$ cat config.mk
export PLATFORM = sky130hd
export DESIGN_NAME = decode_stage
export DESIGN_NICKNAME = d
export VERILOG_FILES = /design/src/rtl/core_pkg.sv /design/src/rtl/reg_scoreboard.sv /design/src/rtl/decode_stage.sv
export SDC_FILE = /design/constraint.sdc
export NUM_CORES = 1
export LEC_CHECK = 0
export BUFFER_PORTS_ARGS = -buffer_cell sky130_fd_sc_hd__buf_4
export CORE_ASPECT_RATIO = 0.7
export CORE_MARGIN = 5
export CORE_UTILIZATION = 48
export CTS_CLUSTER_DIAMETER = 100
export DETAILED_ROUTE_END_ITERATION = 8
export GPL_TIMING_DRIVEN = 1
export PLACE_DENSITY = 0.78
export SKIP_CTS_REPAIR_TIMING = 1
export SLEW_MARGIN = 20
export SYNTH_ARGS = -nofsm -noshare
export SYNTH_HDL_FRONTEND = slang
export SYNTH_SLANG_ARGS = --single-unit
$ cat constraint.sdc
create_clock -name clk -period 3 [get_ports clk]
set_input_delay 0.3 -clock clk [delete_from_list [all_inputs] [get_ports clk]]
set_output_delay 0.3 -clock clk [all_outputs]
set_load 0.02 [all_outputs]
$ cat src/rtl/core_pkg.sv
// Shared definitions for the 32-bit core pipeline.
// Opcodes, ALU operation codes and instruction field positions.
package core_pkg;

   localparam logic [5:0] OP_ADD  = 6'd0;
   localparam logic [5:0] OP_SUB  = 6'd1;
   localparam logic [5:0] OP_SHL  = 6'd2;
   localparam logic [5:0] OP_ADDI = 6'd3;
   localparam logic [5:0] OP_SUBI = 6'd4;
   localparam logic [5:0] OP_BEQ  = 6'd5;
   localparam logic [5:0] OP_JUMP = 6'd6;

   localparam int ALU_ADD = 0;
   localparam int ALU_SUB = 1;
   localparam int ALU_SHL = 2;

   localparam int OPC_LO = 26;
   localparam int OPC_W  = 6;
   localparam int RS1_LO = 21;
   localparam int RS2_LO = 16;
   localparam int RD_LO  = 11;
   localparam int REG_W  = 5;
   localparam int IMM_LO = 0;
   localparam int IMM_W  = 16;

endpackage

$ cat src/rtl/reg_scoreboard.sv
// Register busy scoreboard: one busy bit per architectural register.
// Ports: set/clear requests, two source queries and one destination query.
module reg_scoreboard
   import core_pkg::*;
#(
   parameter int unsigned SB_EN = 1
) (
   input  logic       clk,
   input  logic       rst_n,
   input  logic       set_en,
   input  logic [4:0] set_idx,
   input  logic       clr_en,
   input  logic [4:0] clr_idx,
   input  logic [4:0] rs1_idx,
   input  logic [4:0] rs2_idx,
   input  logic [4:0] rd_idx,
   output logic       rs1_busy,
   output logic       rs2_busy,
   output logic       rd_busy
);

   logic [31:0] busy_q;
   logic [31:0] busy_d;

   // Set is applied after clear so a same-cycle set wins.
   always_comb begin
      busy_d = busy_q;
      if (clr_en) begin
         busy_d[clr_idx] = 1'b0;
      end
      if (set_en) begin
         busy_d[set_idx] = 1'b1;
      end
      busy_d[0] = 1'b0;
      if (SB_EN == 0) begin
         busy_d = '0;
      end
   end

   always_ff @(posedge clk or negedge rst_n) begin
      if (!rst_n) begin
         busy_q <= '0;
      end else begin
         busy_q <= busy_d;
      end
   end

   assign rs1_busy = busy_q[rs1_idx];
   assign rs2_busy = busy_q[rs2_idx];
   assign rd_busy  = busy_q[rd_idx];

endmodule

$ cat src/rtl/decode_stage.sv
// Registered decode stage: decodes one instruction per cycle and holds it
// until the scoreboard clears it; valid/ready on fetch and execute sides.
module decode_stage
   import core_pkg::*;
#(
   parameter int unsigned XLEN       = 32,
   parameter int unsigned ALU_OP_W   = 3,
   parameter int unsigned SB_EN      = 1,
   parameter int unsigned ZEXT_SHIFT = 0
) (
   input  logic                clk,
   input  logic                rst_n,
   input  logic                in_valid,
   output logic                in_ready,
   input  logic [31:0]         in_instr,
   input  logic [XLEN-1:0]     in_pc,
   input  logic                flush,
   output logic                out_valid,
   input  logic                out_ready,
   output logic [XLEN-1:0]     out_pc,
   output logic [ALU_OP_W-1:0] out_alu_op,
   output logic [4:0]          out_rs1,
   output logic [4:0]          out_rs2,
   output logic [4:0]          out_rd,
   output logic [XLEN-1:0]     out_imm,
   output logic                out_imm_en,
   output logic                out_is_branch,
   output logic                out_is_jump,
   output logic                out_wr_en,
   output logic                out_illegal,
   input  logic                wb_valid,
   input  logic [4:0]          wb_rd
);

   if (ZEXT_SHIFT != 0) begin : g_bad_zext
      $error("decode_stage: ZEXT_SHIFT must be 0");
   end
   if (XLEN < 16) begin : g_bad_xlen
      $error("decode_stage: XLEN must be >= 16");
   end

   typedef struct packed {
      logic [ALU_OP_W-1:0] alu_op;
      logic [4:0]          rs1;
      logic [4:0]          rs2;
      logic [4:0]          rd;
      logic [XLEN-1:0]     imm;
      logic                imm_en;
      logic                is_branch;
      logic                is_jump;
      logic                wr_en;
      logic                illegal;
      logic                rs1_en;
      logic                rs2_en;
   } dec_t;

   function automatic dec_t decode(input logic [31:0] ins);
      dec_t            d;
      logic [5:0]      opc;
      logic [4:0]      f_rs1;
      logic [4:0]      f_rs2;
      logic [4:0]      f_rd;
      logic [15:0]     f_imm;
      logic [XLEN-1:0] sext;
      logic [XLEN-1:0] zsh;
      logic            r_type;
      logic            i_type;
      opc    = ins[OPC_LO +: OPC_W];
      f_rs1  = ins[RS1_LO +: REG_W];
      f_rs2  = ins[RS2_LO +: REG_W];
      f_rd   = ins[RD_LO +: REG_W];
      f_imm  = ins[IMM_LO +: IMM_W];
      sext   = XLEN'($signed(f_imm));
      zsh    = XLEN'(f_imm) << 2;
      r_type = opc inside {OP_ADD, OP_SUB, OP_SHL};
      i_type = opc inside {OP_ADDI, OP_SUBI};
      d      = '0;
      unique case (1'b1)
         r_type: begin
            d.alu_op = (opc == OP_SUB) ? ALU_OP_W'(ALU_SUB) :
                       (opc == OP_SHL) ? ALU_OP_W'(ALU_SHL) :
                                         ALU_OP_W'(ALU_ADD);
            d.rs1    = f_rs1;
            d.rs2    = f_rs2;
            d.rd     = f_rd;
            d.wr_en  = (f_rd != 5'd0);
            d.rs1_en = 1'b1;
            d.rs2_en = 1'b1;
         end
         i_type: begin
            d.alu_op = (opc == OP_SUBI) ? ALU_OP_W'(ALU_SUB) :
                                          ALU_OP_W'(ALU_ADD);
            d.rs1    = f_rs1;
            d.rd     = f_rs2;
            d.imm    = sext;
            d.imm_en = 1'b1;
            d.wr_en  = (f_rs2 != 5'd0);
            d.rs1_en = 1'b1;
         end
         (opc == OP_BEQ): begin
            d.alu_op    = ALU_OP_W'(ALU_SUB);
            d.rs1       = f_rs1;
            d.rs2       = f_rs2;
            d.imm       = sext;
            d.is_branch = 1'b1;
            d.rs1_en    = 1'b1;
            d.rs2_en    = 1'b1;
         end
         (opc == OP_JUMP): begin
            d.imm     = zsh;
            d.is_jump = 1'b1;
         end
         default: begin
            d.illegal = 1'b1;
         end
      endcase
      return d;
   endfunction

   dec_t            dec_q;
   dec_t            dec_d;
   logic [XLEN-1:0] pc_q;
   logic [XLEN-1:0] pc_d;
   logic            held_q;
   logic            held_d;
   logic            rs1_busy;
   logic            rs2_busy;
   logic            rd_busy;
   logic            hazard;
   logic            issue;
   logic            load;

   // Hazard looks only at registered busy state; no writeback bypass.
   assign hazard = held_q &&
                   ((dec_q.rs1_en && rs1_busy) ||
                    (dec_q.rs2_en && rs2_busy) ||
                    (dec_q.wr_en  && rd_busy));

   assign out_valid = held_q && !hazard;
   assign issue     = out_valid && out_ready;
   assign in_ready  = !flush && (!held_q || issue);
   assign load      = in_valid && in_ready;

   always_comb begin
      held_d = held_q;
      dec_d  = dec_q;
      pc_d   = pc_q;
      if (flush) begin
         held_d = 1'b0;
      end else if (load) begin
         held_d = 1'b1;
         dec_d  = decode(in_instr);
         pc_d   = in_pc;
      end else if (issue) begin
         held_d = 1'b0;
      end
   end

   always_ff @(posedge clk or negedge rst_n) begin
      if (!rst_n) begin
         held_q <= 1'b0;
         dec_q  <= '0;
         pc_q   <= '0;
      end else begin
         held_q <= held_d;
         dec_q  <= dec_d;
         pc_q   <= pc_d;
      end
   end

   // A flushed instruction is wrong-path, so it never claims its rd.
   reg_scoreboard #(
      .SB_EN (SB_EN)
   ) u_sb (
      .clk      (clk),
      .rst_n    (rst_n),
      .set_en   (issue && !flush && dec_q.wr_en),
      .set_idx  (dec_q.rd),
      .clr_en   (wb_valid),
      .clr_idx  (wb_rd),
      .rs1_idx  (dec_q.rs1),
      .rs2_idx  (dec_q.rs2),
      .rd_idx   (dec_q.rd),
      .rs1_busy (rs1_busy),
      .rs2_busy (rs2_busy),
      .rd_busy  (rd_busy)
   );

   assign out_pc        = pc_q;
   assign out_alu_op    = dec_q.alu_op;
   assign out_rs1       = dec_q.rs1;
   assign out_rs2       = dec_q.rs2;
   assign out_rd        = dec_q.rd;
   assign out_imm       = dec_q.imm;
   assign out_imm_en    = dec_q.imm_en;
   assign out_is_branch = dec_q.is_branch;
   assign out_is_jump   = dec_q.is_jump;
   assign out_wr_en     = dec_q.wr_en;
   assign out_illegal   = dec_q.illegal;

endmodule

==> impl_metrics.yaml, run 1 <==
final_layout:
  fin_cells: 801
  area_growth_pct: 33.81
  num_antenna_cells: 0
  nFillCells: 903
  final_area_um2: 7686
  drive_gt1_share_pct: 48.91
  nNetsFinal: 714
worst_setup_path:
  cp-start-kind: "register"
  r2r_cells: 11
  rrSetupSlack_ns: -0.15
  crit_required_ns: 3.23
  worstReg2RegStart: "out_rd[0]"
  cp-end-kind: "register"
  critPathArrivalTime_ns: 3.39
  r2r_end: "out_rd[0]"
  cp_max_fo: 6
  worstSetupPathType: "register to register"
place:
  dp_worst_setup_slack_ns: -0.3607
  hpwlAfterDp_um: 12130
  gp_congestion: 0.9418
  dp_cells: 763
  io_buffers: 162
  place_area_um2: 6875
global_routing:
  grt_overflow: 0
  grt_pass1_wl_um: 25010
  grt_pass1_vias: 4566
  grt_max_degree: 108
  antenna_found_initial: 0
  grtUsageTotal_pct: 22.50
timing:
  post-route-min-period_ns: 3.154
  tightest_slew_ns: 0.7844
  drv_slew: 0
  slew_headroom_pct: 47.23
  rsz0062_at_grt: "yes"
  fmax_mhz: 317.1
  finClkSkew_ns: 0.01037
  tns_ns: -6.555
  hold_viol_final: 12
  fin_ws_ns: -0.1536
  holdWs_ns: -0.04542
  setup_viol: 69
  period_share_pct: 105.1
synth:
  ys_types: 45
  mappedNetlistNets: 566
  ys_top_cells_by_area: "dfrtp_1, mux4_2, mux2_1"
  synth-seq-cells: 107
  synth_area_um2: 5744
  ys_warn_count: 0
  yosys.area.top_type: "dfrtp_1"
  synth_edf_count: 0
  ys_seq_area_share_pct: 46.61
  netlist_instances: 491
  ys.flop_type: "dfrtp_1"
  avgSynthCellArea_um2: 11.70
  async_reset_ff_share_pct: 100.0
  synth.top_cell.area_share_pct: 46.61
clock_network:
  cts_made_buffers: 9
  clk_pin_slew_worst_paths_ns: 0.07
  cts_buffer_depth: 2
  cts_tree: "built"
  clock_sinks: 107
  htreeDepth: 3
  cts_root_buffer: "clkbuf_16"
  clock_latency_ns: 0.36
power_and_ir_drop:
  leakagePower_nw: 3.605
  p_per_area_nw_per_um2: 464.4
  vdd_drop_max_uv: 386.4
die:
  io_pins: 164
  die_h_um: 101.5
  core.rowCount: 33
  initial_core_util_pct: 48.99
  die_x_um: 140.8
  core-area_um2: 11730
  die_area_um2: 14290
drt:
  antenna_left: 0
  vias_per_cell: 5.920
  wire_per_inst_um: 22.01
  dr.pass1.iters: 5
  drc: 0
  vias: 4742
  drtIter0Drc: 578
  routed_wl_um: 17630
status:
  violations: "negative hold slack, negative setup slack"
  outcome: "complete, but fails checks"
run:
  drv_cap: 0
worst_hold_path:
  worst_hold_path_type: "primary input to asynchronous set/reset pin"
==> layer usage <==
layer  part of all wire, %  GRT usage [%]
met1                    41          31.77
met5                     0              0
met3                    10          6.088
met2                    47          34.52
met4                   1.6          6.478
==> cells in the final DEF (no fill, tap or decap), types with 9 or more instances in the layout <==
cell type  count
mux2_2        12
clkbuf_16     12
mux2i_1       16
nand2_1       31
mux4_2        21
inv_1         18
a22o_1        17
o31ai_1        9
buf_4        191
mux2_4        37
o21ai_0       61
mux2_1        16
dfrtp_1      104
==> Yosys cell counts (all sizes together), types with 3 or more instances <==
cell and count:
inv 18, nand3 6, nand3b 5, nor2b 6
nor2 7, buf 63, a22o 17, a21oi 5
o31ai 10, nor3 5, dfrtp 107, clkbuf 10
a22oi 3, or3 3, mux2 65, mux2i 18
nand2 31, or3b 3, o21ai 61, mux4 21
==> state kept, by name, summed over array words and instances (netlist names) <==
register and cells:
out_rs2 5, u_sb.busy_q 31, held_q 1, out_pc 32
out_wr_en 1, out_rs1 5, dec_q 2, out_is_branch 1
out_rd 5, out_imm_en 1, out_is_jump 1, out_illegal 1
out_imm 19, out_alu_op 2
==> cell type report <==
cell class              count  area (um^2)  area share [%]
well taps                 157        196.4           2.556
flip-flops and latches    107         2681           34.89
clock buffers              10        239.0           3.109
inverters                  18        67.56          0.8790
clock inverters             6        53.80          0.7000
repair buffers            210         1739           22.63
multi-input cells         293         2709           35.24
==> power breakdown <==
group          switching [mW]  total [mW]  internal [mW]
sequential             0.0777        1.62           1.54
clock                   0.576        1.18          0.603
combinational           0.378       0.772          0.393
==> kinds of logic after synthesis <==
kind of cell / synth area share [%]
AO/OA/AOI/OAI: 11.83
flip-flops: 46.61
multiplexers: 24.11
buffers and inverters: 10.11
AND/OR/NAND/NOR: 7.275
other: 0.06528
==> worst max-delay path, stage by stage, from the launching register on <==
cell and delay, ns:
dfrtp_2 0.52, buf_6 0.14, mux4_2 0.54, a22oi_2 0.20, a21oi_2 0.08, o31ai_2 0.32
a41o_1 0.25, nor3b_4 0.21, buf_6 0.15, buf_6 0.13, clkbuf_16 0.16, mux2_1 0.34
==> metrics by stage <==
stage | total power [mW] | utilization [%]
2_1_floorplan | 1.973 | -
3_3_place_gp | 2.285 | 58.63
3_5_place_dp | 2.306 | 58.63
4_1_cts | 3.466 | 61.13
5_1_grt | 3.696 | 65.55
6_report | 3.570 | 65.55
==> worst max-delay path by stage <==
stage,endpoint,depth (start not counted),slack (ns),start
floorplan,out_imm[13],10,0.08,out_rd[0]
global placement,out_rs1[1],10,-0.31,out_rd[0]
detailed placement,out_rs1[1],10,-0.36,out_rd[0]
CTS,out_rs1[1],10,-0.41,out_rd[0]
global route,out_rd[0],10,-0.23,out_rd[0]
finish,out_rd[0],11,-0.15,out_rd[0]
No activity file was read; power rests on OpenSTA's default activity.
==> run 2: changes to the inputs <==
--- a/config.mk
+++ b/config.mk
@@ -5,10 +5,11 @@
 export SDC_FILE = /design/constraint.sdc
 export NUM_CORES = 1
 export LEC_CHECK = 0
+export ABC_AREA = 1
 export BUFFER_PORTS_ARGS = -buffer_cell sky130_fd_sc_hd__buf_4
 export CORE_ASPECT_RATIO = 0.7
 export CORE_MARGIN = 5
-export CORE_UTILIZATION = 48
+export CORE_UTILIZATION = 49
 export CTS_CLUSTER_DIAMETER = 100
 export DETAILED_ROUTE_END_ITERATION = 8
 export GPL_TIMING_DRIVEN = 1
==> impl_metrics.yaml, run 2 <==
status:
  outcome: "complete, but fails checks"
  violations: "negative hold slack"
final_layout:
  final_area_um2: 7694
  nNetsFinal: 1081
  largest_reg_flops: 32
  num_antenna_cells: 0
  fin_cells: 1173
  final_cell_mix: "nand2_1, buf_4, dfrtp_1"
  area_growth_pct: 20.17
  nFillCells: 1137
  drive_gt1_share_pct: 20.28
  final_common_cell: "nand2_1"
clock_network:
  clock_sinks: 107
  clock_latency_ns: 0.35
  cts_made_buffers: 9
  cts_tree: "built"
  cts_root_buffer: "clkbuf_16"
  cts_buffer_depth: 2
  htreeDepth: 3
  clk_pin_slew_worst_paths_ns: 0.07
global_routing:
  grt_use_met1_pct: 36.83
  antenna_found_initial: 0
  grtUsageMet3_pct: 8.451
  grt_pass1_wl_um: 31930
  grt_overflow: 0
  grt_pass1_vias: 6038
  use_met2_pct: 36.18
  grt_max_degree: 108
  grtUsageTotal_pct: 25.28
  grt_most_used_layer: "met1"
synth:
  yosys.area.top_type: "dfrtp_1"
  synth_common_cells: "nand2_1, dfrtp_1, inv_1"
  ys_warn_count: 0
  ys_seq_area_share_pct: 41.82
  synth-seq-cells: 107
  async_reset_ff_share_pct: 100.0
  avgSynthCellArea_um2: 6.997
  synth_edf_count: 0
  netlist_instances: 915
  synth.top_cell.area_share_pct: 41.82
  ys.flop_type: "dfrtp_1"
  ys_types: 24
  synth_area_um2: 6402
  mappedNetlistNets: 990
  synth.most_common_cell: "nand2_1"
  ys_top_cells_by_area: "dfrtp_1, nand2_1, nand4_1"
worst_setup_path:
  r2r_cells: 14
  path_delay_family: "flip-flops"
  cp_max_fo: 14
  cp-start-kind: "register"
  worstReg2RegStart: "out_rd[1]"
  worstSetupPathType: "register to output port"
  r2r_end: "out_imm[17]"
  critPathArrivalTime_ns: 2.36
  max_stage_delay_ns: 0.66
  cp-end-kind: "output port"
  critPathMostFrequentCell: "nand2_1"
  path_buf_inv: 2
  rrSetupSlack_ns: 0.51
  crit_required_ns: 2.70
  worstPathCellList: "inv_2 > nand3_1 > nand3_1 > nand2_1 > nand2_1 > nor2_1 > nand2_1 > a21oi_2 > nand4_1 > a21oi_1 > buf_4"
  cp_slowest_cell: "dfrtp_1"
worst_hold_path:
  worst_hold_path_type: "primary input to asynchronous set/reset pin"
die:
  die_area_um2: 15490
  die_x_um: 146.6
  core.rowCount: 34
  core-area_um2: 12590
  die_h_um: 105.6
  io_pins: 164
  initial_core_util_pct: 50.84
place:
  io_buffers: 162
  place_area_um2: 7381
  hpwlAfterDp_um: 14260
  dp_cells: 1157
  gp_congestion: 0.9584
timing:
  post-route-min-period_ns: 2.656
  rsz0062_at_grt: "no"
  setup_viol: 0
  slew_headroom_pct: 46.03
  hold_viol_final: 2
  drv_slew: 0
  holdWs_ns: -0.008429
  fmax_mhz: 376.5
  period_share_pct: 88.53
  tns_ns: 0
  finClkSkew_ns: 0.008348
  tightest_slew_ns: 0.8095
drt:
  routed_wl_um: 20360
  dr.pass1.iters: 5
  drc: 0
  vias_per_cell: 5.575
  antenna_left: 0
  vias: 6540
  drtIter0Drc: 728
  wire_per_inst_um: 17.35
power_and_ir_drop:
  p_per_area_nw_per_um2: 466.3
  leakagePower_nw: 4.088
  vdd_drop_max_uv: 282.4
run:
  drv_cap: 0
[run 2: changes by cell type after synthesis, sizes merged, moves of 17 or more]
cell   previous run  this run
nand3             6        72
a22o             17         0
nand2            31       345
o22ai             1        18
inv              18        82
mux2             65         0
nand4             2        78
mux2i            18         0
mux4             21         0
[run 2: worst max-delay path by stage]
stage | startpoint | end | slack [ns] | cells past startpoint
final | out_rd[1] | in_ready | 0.34 | 11
after global routing | out_rd[1] | in_ready | 0.16 | 11
after CTS | out_rd[1] | in_ready | 0.40 | 11
after detailed placement | out_rd[1] | out_imm[17] | 0.60 | 14
after global placement | out_rd[1] | out_rs1[4] | 0.62 | 13
after floorplan | out_rs1[0] | out_imm[30] | 0.92 | 16
[run 2: layout make-up]
type / count / area, um^2 / area share, %
well taps: 162 / 202.7 / 2.635
repair buffers: 181 / 1384 / 17.99
multi-input cells: 622 / 2798 / 36.36
flip-flops and latches: 107 / 2678 / 34.80
inverters: 85 / 319.1 / 4.147
clock inverters: 6 / 73.82 / 0.9595
clock buffers: 10 / 239.0 / 3.106
[run 2: metrics by stage]
| stage | hold WS [ns] | setup WS (ns) | power (mW) | util (%) |
|---|---|---|---|---|
| after floorplan | 0.004409 | 0.9196 | 2.030 | - |
| after global placement | 0.4279 | 0.6163 | 2.348 | 58.61 |
| after detailed placement | 0.4253 | 0.6032 | 2.361 | 58.61 |
| after CTS | 0.05364 | 0.3954 | 3.595 | 61.10 |
| after global routing | 0.03758 | 0.1604 | 3.734 | 61.10 |
| final | -0.008429 | 0.3442 | 3.588 | 61.10 |
[run 2: worst register-to-register path: cells and delay by family, from the launching register on]
family | cells | cell delay (ns)
AND/OR/NAND/NOR | 11 | 1.06
flip-flops | 1 | 0.66
buffers and inverters | 2 | 0.51
AO/OA/AOI/OAI | 1 | 0.15
[run 2: kinds of logic after synthesis]
| kind of cell | after synthesis | synth area share, % |
|---|---|---|
| AO/OA/AOI/OAI | 95 | 7.934 |
| flip-flops | 107 | 41.82 |
| buffers and inverters | 186 | 14.48 |
| AND/OR/NAND/NOR | 526 | 35.70 |
| other | 1 | 0.05857 |
[run 2: metal layers]
metal,up-vias,part of all wire [%],wire [um]
met3,29,12,2397
met2,347,43,8713
met4,0,1.7,349
li1,3130,-,-
met5,-,0,0
met1,3034,44,8895
[run 2: power breakdown]
| part | internal, mW | switching (mW) | leakage [nW] | total [mW] |
|---|---|---|---|---|
| logic | 0.276 | 0.448 | 2.51 | 0.723 |
| clock network | 0.680 | 0.572 | 0.147 | 1.25 |
| registers | 1.54 | 0.0736 | 1.44 | 1.61 |
| total | 2.49 | 1.09 | 4.09 | 3.59 |
